===== src/rtl/mips_multicycle_control_pkg.sv =====
// Shared encodings for the multicycle MIPS main controller: opcodes, FSM states,
// datapath select encodings and the bundled control word.
package mips_ctrl_pkg;

    localparam logic [5:0] OP_RTYPE = 6'b000000;
    localparam logic [5:0] OP_LW    = 6'b100011;
    localparam logic [5:0] OP_SW    = 6'b101011;
    localparam logic [5:0] OP_BEQ   = 6'b000100;
    localparam logic [5:0] OP_J     = 6'b000010;
    localparam logic [5:0] OP_ADDI  = 6'b001000;

    typedef enum logic [3:0] {
        S_FETCH    = 4'd0,
        S_DECODE   = 4'd1,
        S_MEM_ADDR = 4'd2,
        S_MEM_RD   = 4'd3,
        S_MEM_WB   = 4'd4,
        S_MEM_WR   = 4'd5,
        S_EXEC     = 4'd6,
        S_R_WB     = 4'd7,
        S_BRANCH   = 4'd8,
        S_JUMP     = 4'd9,
        S_ADDI_EX  = 4'd10,
        S_ADDI_WB  = 4'd11
    } state_e;

    localparam logic [1:0] ALUB_REG     = 2'b00;
    localparam logic [1:0] ALUB_FOUR    = 2'b01;
    localparam logic [1:0] ALUB_SEXT    = 2'b10;
    localparam logic [1:0] ALUB_SEXT_SH = 2'b11;

    localparam logic [1:0] ALUOP_ADD   = 2'b00;
    localparam logic [1:0] ALUOP_SUB   = 2'b01;
    localparam logic [1:0] ALUOP_FUNCT = 2'b10;

    localparam logic [1:0] PCSRC_ALU    = 2'b00;
    localparam logic [1:0] PCSRC_ALUOUT = 2'b01;
    localparam logic [1:0] PCSRC_JUMP   = 2'b10;

    typedef struct packed {
        logic       pc_write;
        logic       pc_write_cond;
        logic       i_or_d;
        logic       mem_read;
        logic       mem_write;
        logic       ir_write;
        logic       mem_to_reg;
        logic       reg_dst;
        logic       reg_write;
        logic       alu_src_a;
        logic [1:0] alu_src_b;
        logic [1:0] alu_op;
        logic [1:0] pc_source;
    } ctrl_t;

    // States that hold a memory request open until mem_ready.
    function automatic logic is_wait_state(state_e s);
        return (s == S_FETCH) || (s == S_MEM_RD) || (s == S_MEM_WR);
    endfunction

endpackage


===== src/rtl/mips_multicycle_control_if.sv =====
// Controller <-> datapath bus: decoded inputs, all mux selects / write enables, status pulses.
interface mips_multicycle_control_if;
    logic [5:0] opcode;
    logic       zero;
    logic       mem_ready;
    logic       pc_write;
    logic       pc_write_cond;
    logic       i_or_d;
    logic       mem_read;
    logic       mem_write;
    logic       ir_write;
    logic       mem_to_reg;
    logic       reg_dst;
    logic       reg_write;
    logic       alu_src_a;
    logic [1:0] alu_src_b;
    logic [1:0] alu_op;
    logic [1:0] pc_source;
    logic       illegal_op;
    logic       mem_timeout;
    logic [3:0] state_dbg;

    modport master (
        input  opcode, zero, mem_ready,
        output pc_write, pc_write_cond, i_or_d, mem_read, mem_write, ir_write,
               mem_to_reg, reg_dst, reg_write, alu_src_a, alu_src_b, alu_op,
               pc_source, illegal_op, mem_timeout, state_dbg
    );

    modport slave (
        output opcode, zero, mem_ready,
        input  pc_write, pc_write_cond, i_or_d, mem_read, mem_write, ir_write,
               mem_to_reg, reg_dst, reg_write, alu_src_a, alu_src_b, alu_op,
               pc_source, illegal_op, mem_timeout, state_dbg
    );
endinterface


===== src/rtl/mips_multicycle_control_wait_timer.sv =====
// Memory wait watchdog: counts stalled cycles in a request state and flags a
// timeout when the count sits at WAIT_MAX with memory still not ready.
module mips_mem_wait_timer #(
    parameter int WAIT_MAX = 15,
    parameter int CNT_W    = 4
) (
    input  logic clk,
    input  logic reset,
    input  logic waiting,
    input  logic clear,
    output logic timeout
);
    localparam logic [CNT_W-1:0] LIMIT = CNT_W'(WAIT_MAX);

    logic [CNT_W-1:0] cnt_q, cnt_d;

    // A ready in the same cycle as the limit drops 'waiting', so completion wins.
    assign timeout = waiting && (cnt_q == LIMIT);

    always_comb begin
        cnt_d = cnt_q;
        if (clear || timeout)
            cnt_d = '0;
        else if (waiting)
            cnt_d = cnt_q + 1'b1;
    end

    always_ff @(posedge clk) begin
        if (reset)
            cnt_q <= '0;
        else
            cnt_q <= cnt_d;
    end
endmodule


===== src/rtl/mips_multicycle_control.sv =====
// Main control FSM for the multicycle MIPS datapath with memory-ready handshake and timeout.
// Optional: define MIPS_CTRL_ADDI_EN to decode addi (opcode 001000) through ADDI_EX/ADDI_WB.
module mips_multicycle_control
    import mips_ctrl_pkg::*;
#(
    parameter int WAIT_MAX = 15,
    parameter int CNT_W    = 4
) (
    input  logic                        clk,
    input  logic                        reset,
    mips_multicycle_control_if.master   bus
);
    state_e state_q, state_d;
    logic   illegal_op_q, illegal_op_d;
    logic   mem_timeout_q, mem_timeout_d;
    logic   waiting, timeout, state_chg;
    ctrl_t  ctrl, ctrl_o;
    logic   unused_zero;

    // zero is consumed by the datapath's PC-enable gate; carried here so the bus is whole.
    assign unused_zero = bus.zero;

    assign waiting   = is_wait_state(state_q) && !bus.mem_ready;
    assign state_chg = (state_d != state_q);

    mips_mem_wait_timer #(.WAIT_MAX(WAIT_MAX), .CNT_W(CNT_W)) u_wait_timer (
        .clk     (clk),
        .reset   (reset),
        .waiting (waiting),
        .clear   (state_chg),
        .timeout (timeout)
    );

    always_comb begin
        state_d       = state_q;
        illegal_op_d  = 1'b0;
        mem_timeout_d = timeout;
        case (state_q)
            S_FETCH:    if (bus.mem_ready) state_d = S_DECODE;
            S_DECODE: begin
                case (bus.opcode)
                    OP_RTYPE:      state_d = S_EXEC;
                    OP_LW, OP_SW:  state_d = S_MEM_ADDR;
                    OP_BEQ:        state_d = S_BRANCH;
                    OP_J:          state_d = S_JUMP;
`ifdef MIPS_CTRL_ADDI_EN
                    OP_ADDI:       state_d = S_ADDI_EX;
`endif
                    default: begin
                        state_d      = S_FETCH;
                        illegal_op_d = 1'b1;
                    end
                endcase
            end
            S_MEM_ADDR: state_d = (bus.opcode == OP_SW) ? S_MEM_WR : S_MEM_RD;
            S_MEM_RD:   if (bus.mem_ready) state_d = S_MEM_WB;
            S_MEM_WB:   state_d = S_FETCH;
            S_MEM_WR:   if (bus.mem_ready) state_d = S_FETCH;
            S_EXEC:     state_d = S_R_WB;
            S_R_WB:     state_d = S_FETCH;
            S_BRANCH:   state_d = S_FETCH;
            S_JUMP:     state_d = S_FETCH;
`ifdef MIPS_CTRL_ADDI_EN
            S_ADDI_EX:  state_d = S_ADDI_WB;
            S_ADDI_WB:  state_d = S_FETCH;
`endif
            default:    state_d = S_FETCH;
        endcase
        // Abandon the stalled request; no IR/PC/register write happens on this path.
        if (timeout)
            state_d = S_FETCH;
    end

    always_comb begin
        ctrl = '0;
        case (state_q)
            S_FETCH: begin
                ctrl.mem_read  = 1'b1;
                ctrl.alu_src_b = ALUB_FOUR;
                ctrl.ir_write  = bus.mem_ready;
                ctrl.pc_write  = bus.mem_ready;
            end
            S_DECODE:   ctrl.alu_src_b = ALUB_SEXT_SH;
            S_MEM_ADDR: begin
                ctrl.alu_src_a = 1'b1;
                ctrl.alu_src_b = ALUB_SEXT;
            end
            S_MEM_RD: begin
                ctrl.mem_read = 1'b1;
                ctrl.i_or_d   = 1'b1;
            end
            S_MEM_WB: begin
                ctrl.reg_write  = 1'b1;
                ctrl.mem_to_reg = 1'b1;
            end
            S_MEM_WR: begin
                ctrl.mem_write = 1'b1;
                ctrl.i_or_d    = 1'b1;
            end
            S_EXEC: begin
                ctrl.alu_src_a = 1'b1;
                ctrl.alu_src_b = ALUB_REG;
                ctrl.alu_op    = ALUOP_FUNCT;
            end
            S_R_WB: begin
                ctrl.reg_write = 1'b1;
                ctrl.reg_dst   = 1'b1;
            end
            S_BRANCH: begin
                ctrl.alu_src_a     = 1'b1;
                ctrl.alu_op        = ALUOP_SUB;
                ctrl.pc_write_cond = 1'b1;
                ctrl.pc_source     = PCSRC_ALUOUT;
            end
            S_JUMP: begin
                ctrl.pc_write  = 1'b1;
                ctrl.pc_source = PCSRC_JUMP;
            end
`ifdef MIPS_CTRL_ADDI_EN
            S_ADDI_EX: begin
                ctrl.alu_src_a = 1'b1;
                ctrl.alu_src_b = ALUB_SEXT;
                ctrl.alu_op    = ALUOP_ADD;
            end
            S_ADDI_WB:  ctrl.reg_write = 1'b1;
`endif
            default:    ctrl = '0;
        endcase
    end

    assign ctrl_o = reset ? '0 : ctrl;

    assign bus.pc_write      = ctrl_o.pc_write;
    assign bus.pc_write_cond = ctrl_o.pc_write_cond;
    assign bus.i_or_d        = ctrl_o.i_or_d;
    assign bus.mem_read      = ctrl_o.mem_read;
    assign bus.mem_write     = ctrl_o.mem_write;
    assign bus.ir_write      = ctrl_o.ir_write;
    assign bus.mem_to_reg    = ctrl_o.mem_to_reg;
    assign bus.reg_dst       = ctrl_o.reg_dst;
    assign bus.reg_write     = ctrl_o.reg_write;
    assign bus.alu_src_a     = ctrl_o.alu_src_a;
    assign bus.alu_src_b     = ctrl_o.alu_src_b;
    assign bus.alu_op        = ctrl_o.alu_op;
    assign bus.pc_source     = ctrl_o.pc_source;
    assign bus.illegal_op    = illegal_op_q & ~reset;
    assign bus.mem_timeout   = mem_timeout_q & ~reset;
    assign bus.state_dbg     = state_q;

    always_ff @(posedge clk) begin
        if (reset) begin
            state_q       <= S_FETCH;
            illegal_op_q  <= 1'b0;
            mem_timeout_q <= 1'b0;
        end else begin
            state_q       <= state_d;
            illegal_op_q  <= illegal_op_d;
            mem_timeout_q <= mem_timeout_d;
        end
    end
endmodule


===== src/flat_wrapper.sv =====
// flat-port wrapper written by rule: the top's interface ports become plain ports
module mips_multicycle_control_flat import mips_ctrl_pkg::*;
#(
    parameter int WAIT_MAX = 15,
    parameter int CNT_W    = 4
)
  (clk, reset, bus_opcode, bus_zero, bus_mem_ready, bus_pc_write, bus_pc_write_cond, bus_i_or_d, bus_mem_read, bus_mem_write, bus_ir_write, bus_mem_to_reg, bus_reg_dst, bus_reg_write, bus_alu_src_a, bus_alu_src_b, bus_alu_op, bus_pc_source, bus_illegal_op, bus_mem_timeout, bus_state_dbg);
  mips_multicycle_control_if bus_i ();
  input  logic clk;
  input  logic reset;
  input wire logic [$bits(bus_i.opcode)-1:0] bus_opcode;
  input wire logic [$bits(bus_i.zero)-1:0] bus_zero;
  input wire logic [$bits(bus_i.mem_ready)-1:0] bus_mem_ready;
  output wire logic [$bits(bus_i.pc_write)-1:0] bus_pc_write;
  output wire logic [$bits(bus_i.pc_write_cond)-1:0] bus_pc_write_cond;
  output wire logic [$bits(bus_i.i_or_d)-1:0] bus_i_or_d;
  output wire logic [$bits(bus_i.mem_read)-1:0] bus_mem_read;
  output wire logic [$bits(bus_i.mem_write)-1:0] bus_mem_write;
  output wire logic [$bits(bus_i.ir_write)-1:0] bus_ir_write;
  output wire logic [$bits(bus_i.mem_to_reg)-1:0] bus_mem_to_reg;
  output wire logic [$bits(bus_i.reg_dst)-1:0] bus_reg_dst;
  output wire logic [$bits(bus_i.reg_write)-1:0] bus_reg_write;
  output wire logic [$bits(bus_i.alu_src_a)-1:0] bus_alu_src_a;
  output wire logic [$bits(bus_i.alu_src_b)-1:0] bus_alu_src_b;
  output wire logic [$bits(bus_i.alu_op)-1:0] bus_alu_op;
  output wire logic [$bits(bus_i.pc_source)-1:0] bus_pc_source;
  output wire logic [$bits(bus_i.illegal_op)-1:0] bus_illegal_op;
  output wire logic [$bits(bus_i.mem_timeout)-1:0] bus_mem_timeout;
  output wire logic [$bits(bus_i.state_dbg)-1:0] bus_state_dbg;
  assign bus_i.opcode = bus_opcode;
  assign bus_i.zero = bus_zero;
  assign bus_i.mem_ready = bus_mem_ready;
  assign bus_pc_write = bus_i.pc_write;
  assign bus_pc_write_cond = bus_i.pc_write_cond;
  assign bus_i_or_d = bus_i.i_or_d;
  assign bus_mem_read = bus_i.mem_read;
  assign bus_mem_write = bus_i.mem_write;
  assign bus_ir_write = bus_i.ir_write;
  assign bus_mem_to_reg = bus_i.mem_to_reg;
  assign bus_reg_dst = bus_i.reg_dst;
  assign bus_reg_write = bus_i.reg_write;
  assign bus_alu_src_a = bus_i.alu_src_a;
  assign bus_alu_src_b = bus_i.alu_src_b;
  assign bus_alu_op = bus_i.alu_op;
  assign bus_pc_source = bus_i.pc_source;
  assign bus_illegal_op = bus_i.illegal_op;
  assign bus_mem_timeout = bus_i.mem_timeout;
  assign bus_state_dbg = bus_i.state_dbg;
  mips_multicycle_control #(.WAIT_MAX(WAIT_MAX), .CNT_W(CNT_W)) u_core (.clk(clk), .reset(reset), .bus(bus_i));
endmodule

===== config.mk =====
export PLATFORM = sky130hd
export DESIGN_NAME = mips_multicycle_control_flat
export DESIGN_NICKNAME = d
export VERILOG_FILES = /design/src/rtl/mips_multicycle_control_pkg.sv /design/src/rtl/mips_multicycle_control_if.sv /design/src/rtl/mips_multicycle_control_wait_timer.sv /design/src/rtl/mips_multicycle_control.sv /design/src/flat_wrapper.sv
export SDC_FILE = /design/constraint.sdc
export NUM_CORES = 1
export LEC_CHECK = 0
export CAP_MARGIN = 30
export CORE_MARGIN = 2
export CORE_UTILIZATION = 35
export CTS_CLUSTER_SIZE = 20
export DETAILED_ROUTE_END_ITERATION = 12
export PLACE_DENSITY = 0.75
export SLEW_MARGIN = 10
export SYNTH_ARGS = -nofsm -noshare
export SYNTH_HDL_FRONTEND = slang
export SYNTH_HIERARCHICAL = 1
export SYNTH_SLANG_ARGS = --single-unit

===== constraint.sdc =====
create_clock -name clk -period 6.8 [get_ports clk]
set_input_delay 1.36 -clock clk [delete_from_list [all_inputs] [get_ports clk]]
set_output_delay 1.36 -clock clk [all_outputs]
set_load 0.02 [all_outputs]

==> results_dict.tcl <==
set metrics [dict create \
    synth.most_common_cell "nor2_1" \
    cp.required_ns 5.44 \
    synth_common_cells "nor2_1 (13), dfxtp_1 (10), nor3_1 (10)" \
    drt_first_pass_iters 4 \
    grt_setup_unrepaired "no" \
    ir_worst_vdd_uv 94.7 \
    avgViaCountPerCell 5.53 \
    hold_start "u_core/u_wait_timer/cnt_q[3]$_SDFFE_PP0P_" \
    ys_seq_area_share_pct 24.0 \
    gr-total-overflow 0 \
    critPathKind "in -> out" \
    wl_um 2130 \
    reg2reg_to "u_core/u_wait_timer/cnt_q[1]$_SDFFE_PP0P_" \
    numCtsBuffers 3 \
    postCtsSetupBuffers 0 \
    die_area_um2 2790 \
    relSlewSlack_pct 47.7 \
    hold_viol 0 \
    dr.first_iter.drc_count 25 \
    ios 32 \
    nFillCells 222 \
    cp-end-kind "output port" \
    grt_pass1_vias 783 \
    initial_core_util_pct 37.4 \
    r2r-start "u_core/bus.state_dbg[0]$_SDFF_PP0_" \
    num_rows 17 \
    cts-root-buf "clkbuf_4" \
    synth_top_cell_by_area "dfxtp_1" \
    p_per_area_nw_per_um2 128 \
    synth_top_area_share_pct 24.0 \
    fin_tns_setup_ns 0 \
    post-route-period-util_pct 70.8 \
    cts.clk_slew.worst_paths_ns 0.06 \
    ff2ff_path_depth 11 \
    drc 0 \
    cp-endpoint "bus_pc_write" \
    die_height_um 52.9 \
    async_reset_ff_share_pct 0 \
    antenna_left 0 \
    worst_pin_slew_ns 0.779 \
    synth-edff-count 0 \
    synth_ff_type "dfxtp_1" \
    arrival_ns 3.45 \
    layout.nets 145 \
    min-delay-path-class "reg -> reg" \
    syn_area_um2 836 \
    period_minus_slack_ns 4.81 \
    setup_viol 0 \
    gp_congestion 0.850 \
    yosys_warnings 6 \
    maxCapViolations 0 \
    synth_seq_cells 10 \
    drive_above_1_share_pct 9.02 \
    cts_tree "yes" \
    syn_inst 106 \
    status "completed" \
    clock_skew_ns 0.00167 \
    grt_pass1_wl_um 3370 \
    dpl_cell_area_um2 1130 \
    numClockSinks 10 \
    power_leakage_nw 0.427 \
    numPortBuffers 30 \
    ys_types 44 \
    cts.path.max_buffers 2 \
    avgSynthCellArea_um2 7.88 \
    dp_hpwl_um 1610 \
    track_usage_pct 16.3 \
    area_growth_pct 39.4 \
    start_kind "input pin" \
    hold_buffers 0 \
    fp.dieW_um 52.9 \
    n_antenna_cell 0 \
    yosys-top-cells-area "dfxtp_1 (24%), nor3_1 (6.0%), nor2_1 (5.8%), xor2_1 (5.2%), and3_1 (3.7%)" \
    synth_nets 117 \
    fmax_mhz 208 \
    grt_max_degree 20 \
    routedWlPerCell_um 13.2 \
    antenna_found_initial 0 \
    cp-startpoint "reset" \
    reg2reg_setup_slack_ns 3.25 \
    clk_latency_ns 0.26 \
    htreeDepth 1 \
    slew_violations 0 \
    fp.coreArea_um2 2230 \
    cts_resized 0 \
    crit_fanout 14 \
    finalInstanceArea_um2 1160 \
    num_vias 891 \
]
[registers in the layout (all words and copies together) (netlist names)]
register / count
u_core/bus.state_dbg: 4
u_core/u_wait_timer/cnt_q: 4
u_core/illegal_op_q: 1
u_core/mem_timeout_q: 1
[stage by stage]
| stage | utilization (%) | total power, W | instances | hold slack, ns | setup slack (ns) |
|---|---|---|---|---|---|
| 2_1_floorplan | - | 0.0000835 | 106 | 0.480 | 2.89 |
| 3_3_place_gp | 50.5 | 0.0000964 | 157 | 0.500 | 2.03 |
| 3_5_place_dp | 50.5 | 0.0000974 | 157 | 0.509 | 2.01 |
| 4_1_cts | 52.2 | 0.000150 | 161 | 0.528 | 2.00 |
| 5_1_grt | 52.2 | 0.000157 | 161 | 0.565 | 1.88 |
| 6_report | 52.2 | 0.000149 | 161 | 0.525 | 1.99 |
[power breakdown]
part           leakage (nW)  internal [W]  switching (W)
clock                0.0210     0.0000325      0.0000199
combinational         0.325     0.0000167      0.0000164
sequential           0.0811     0.0000600     0.00000306
total                 0.427      0.000109      0.0000394
[cell usage in the layout, fill, tap and decap left out, types with 2 or more instances in the layout]
cell / netlist / final
xnor2_1: 2 / 2
and4_4: 2 / 2
nor2_1: 13 / 13
xor2_1: 5 / 5
inv_1: 3 / 3
nor3_1: 10 / 10
nand3_1: 3 / 3
nor2b_1: 3 / 3
and3_1: 5 / 5
clkbuf_4: 0 / 3
nand2_1: 7 / 7
o21ai_0: 4 / 4
a211oi_1: 4 / 4
dfxtp_1: 10 / 10
clkdlybuf4s50_1: 0 / 30
or2_1: 2 / 2
[routing by layer]
| layer | track usage, % | routed length (um) | share of wire [%] | vias to the layer above |
|---|---|---|---|---|
| met3 | 4.80 | 201 | 9.4 | 6 |
| met1 | 19.1 | 888 | 42 | 399 |
| li1 | - | - | - | 443 |
| met5 | 0 | 0 | 0 | - |
| met4 | 6.41 | 43 | 2.0 | 0 |
| met2 | 27.7 | 996 | 47 | 43 |
[worst min-delay path by stage]
stage                                                endpoint  slack, ns  cells past startpoint
finish              u_core/u_wait_timer/cnt_q[3]$_SDFFE_PP0P_       0.52                      2
global route        u_core/u_wait_timer/cnt_q[3]$_SDFFE_PP0P_       0.57                      2
CTS                 u_core/u_wait_timer/cnt_q[3]$_SDFFE_PP0P_       0.53                      2
detailed placement  u_core/u_wait_timer/cnt_q[3]$_SDFFE_PP0P_       0.51                      2
global placement    u_core/u_wait_timer/cnt_q[3]$_SDFFE_PP0P_       0.50                      2
floorplan           u_core/u_wait_timer/cnt_q[3]$_SDFFE_PP0P_       0.48                      2
[layout make-up]
type                    instances  area, um2  area share [%]
repair buffers                 30        300            25.8
flip-flops and latches         10        200            17.2
well taps                      28       35.0            3.01
clock buffers                   4       36.3            3.11
inverters                       3       11.3           0.967
multi-input cells              86        582            49.9
[critical path, stage by stage]
cell and delay [ns]:
clkdlybuf4s50_1 0.65, nor3_1 0.51, and3_1 0.23, or2_1 0.10
clkdlybuf4s50_1 0.59
[logic make-up after synthesis]
logic type,share of synthesized area [%]
muxes,1.20
DFF,24.0
adders and majority gates,1.50
AOI/OAI and AO/OA,18.9
xor gates and xnor gates,7.34
buffers and inverters,6.44
and+or+nand+nor,40.7
(Power assumes the default switching activity.)
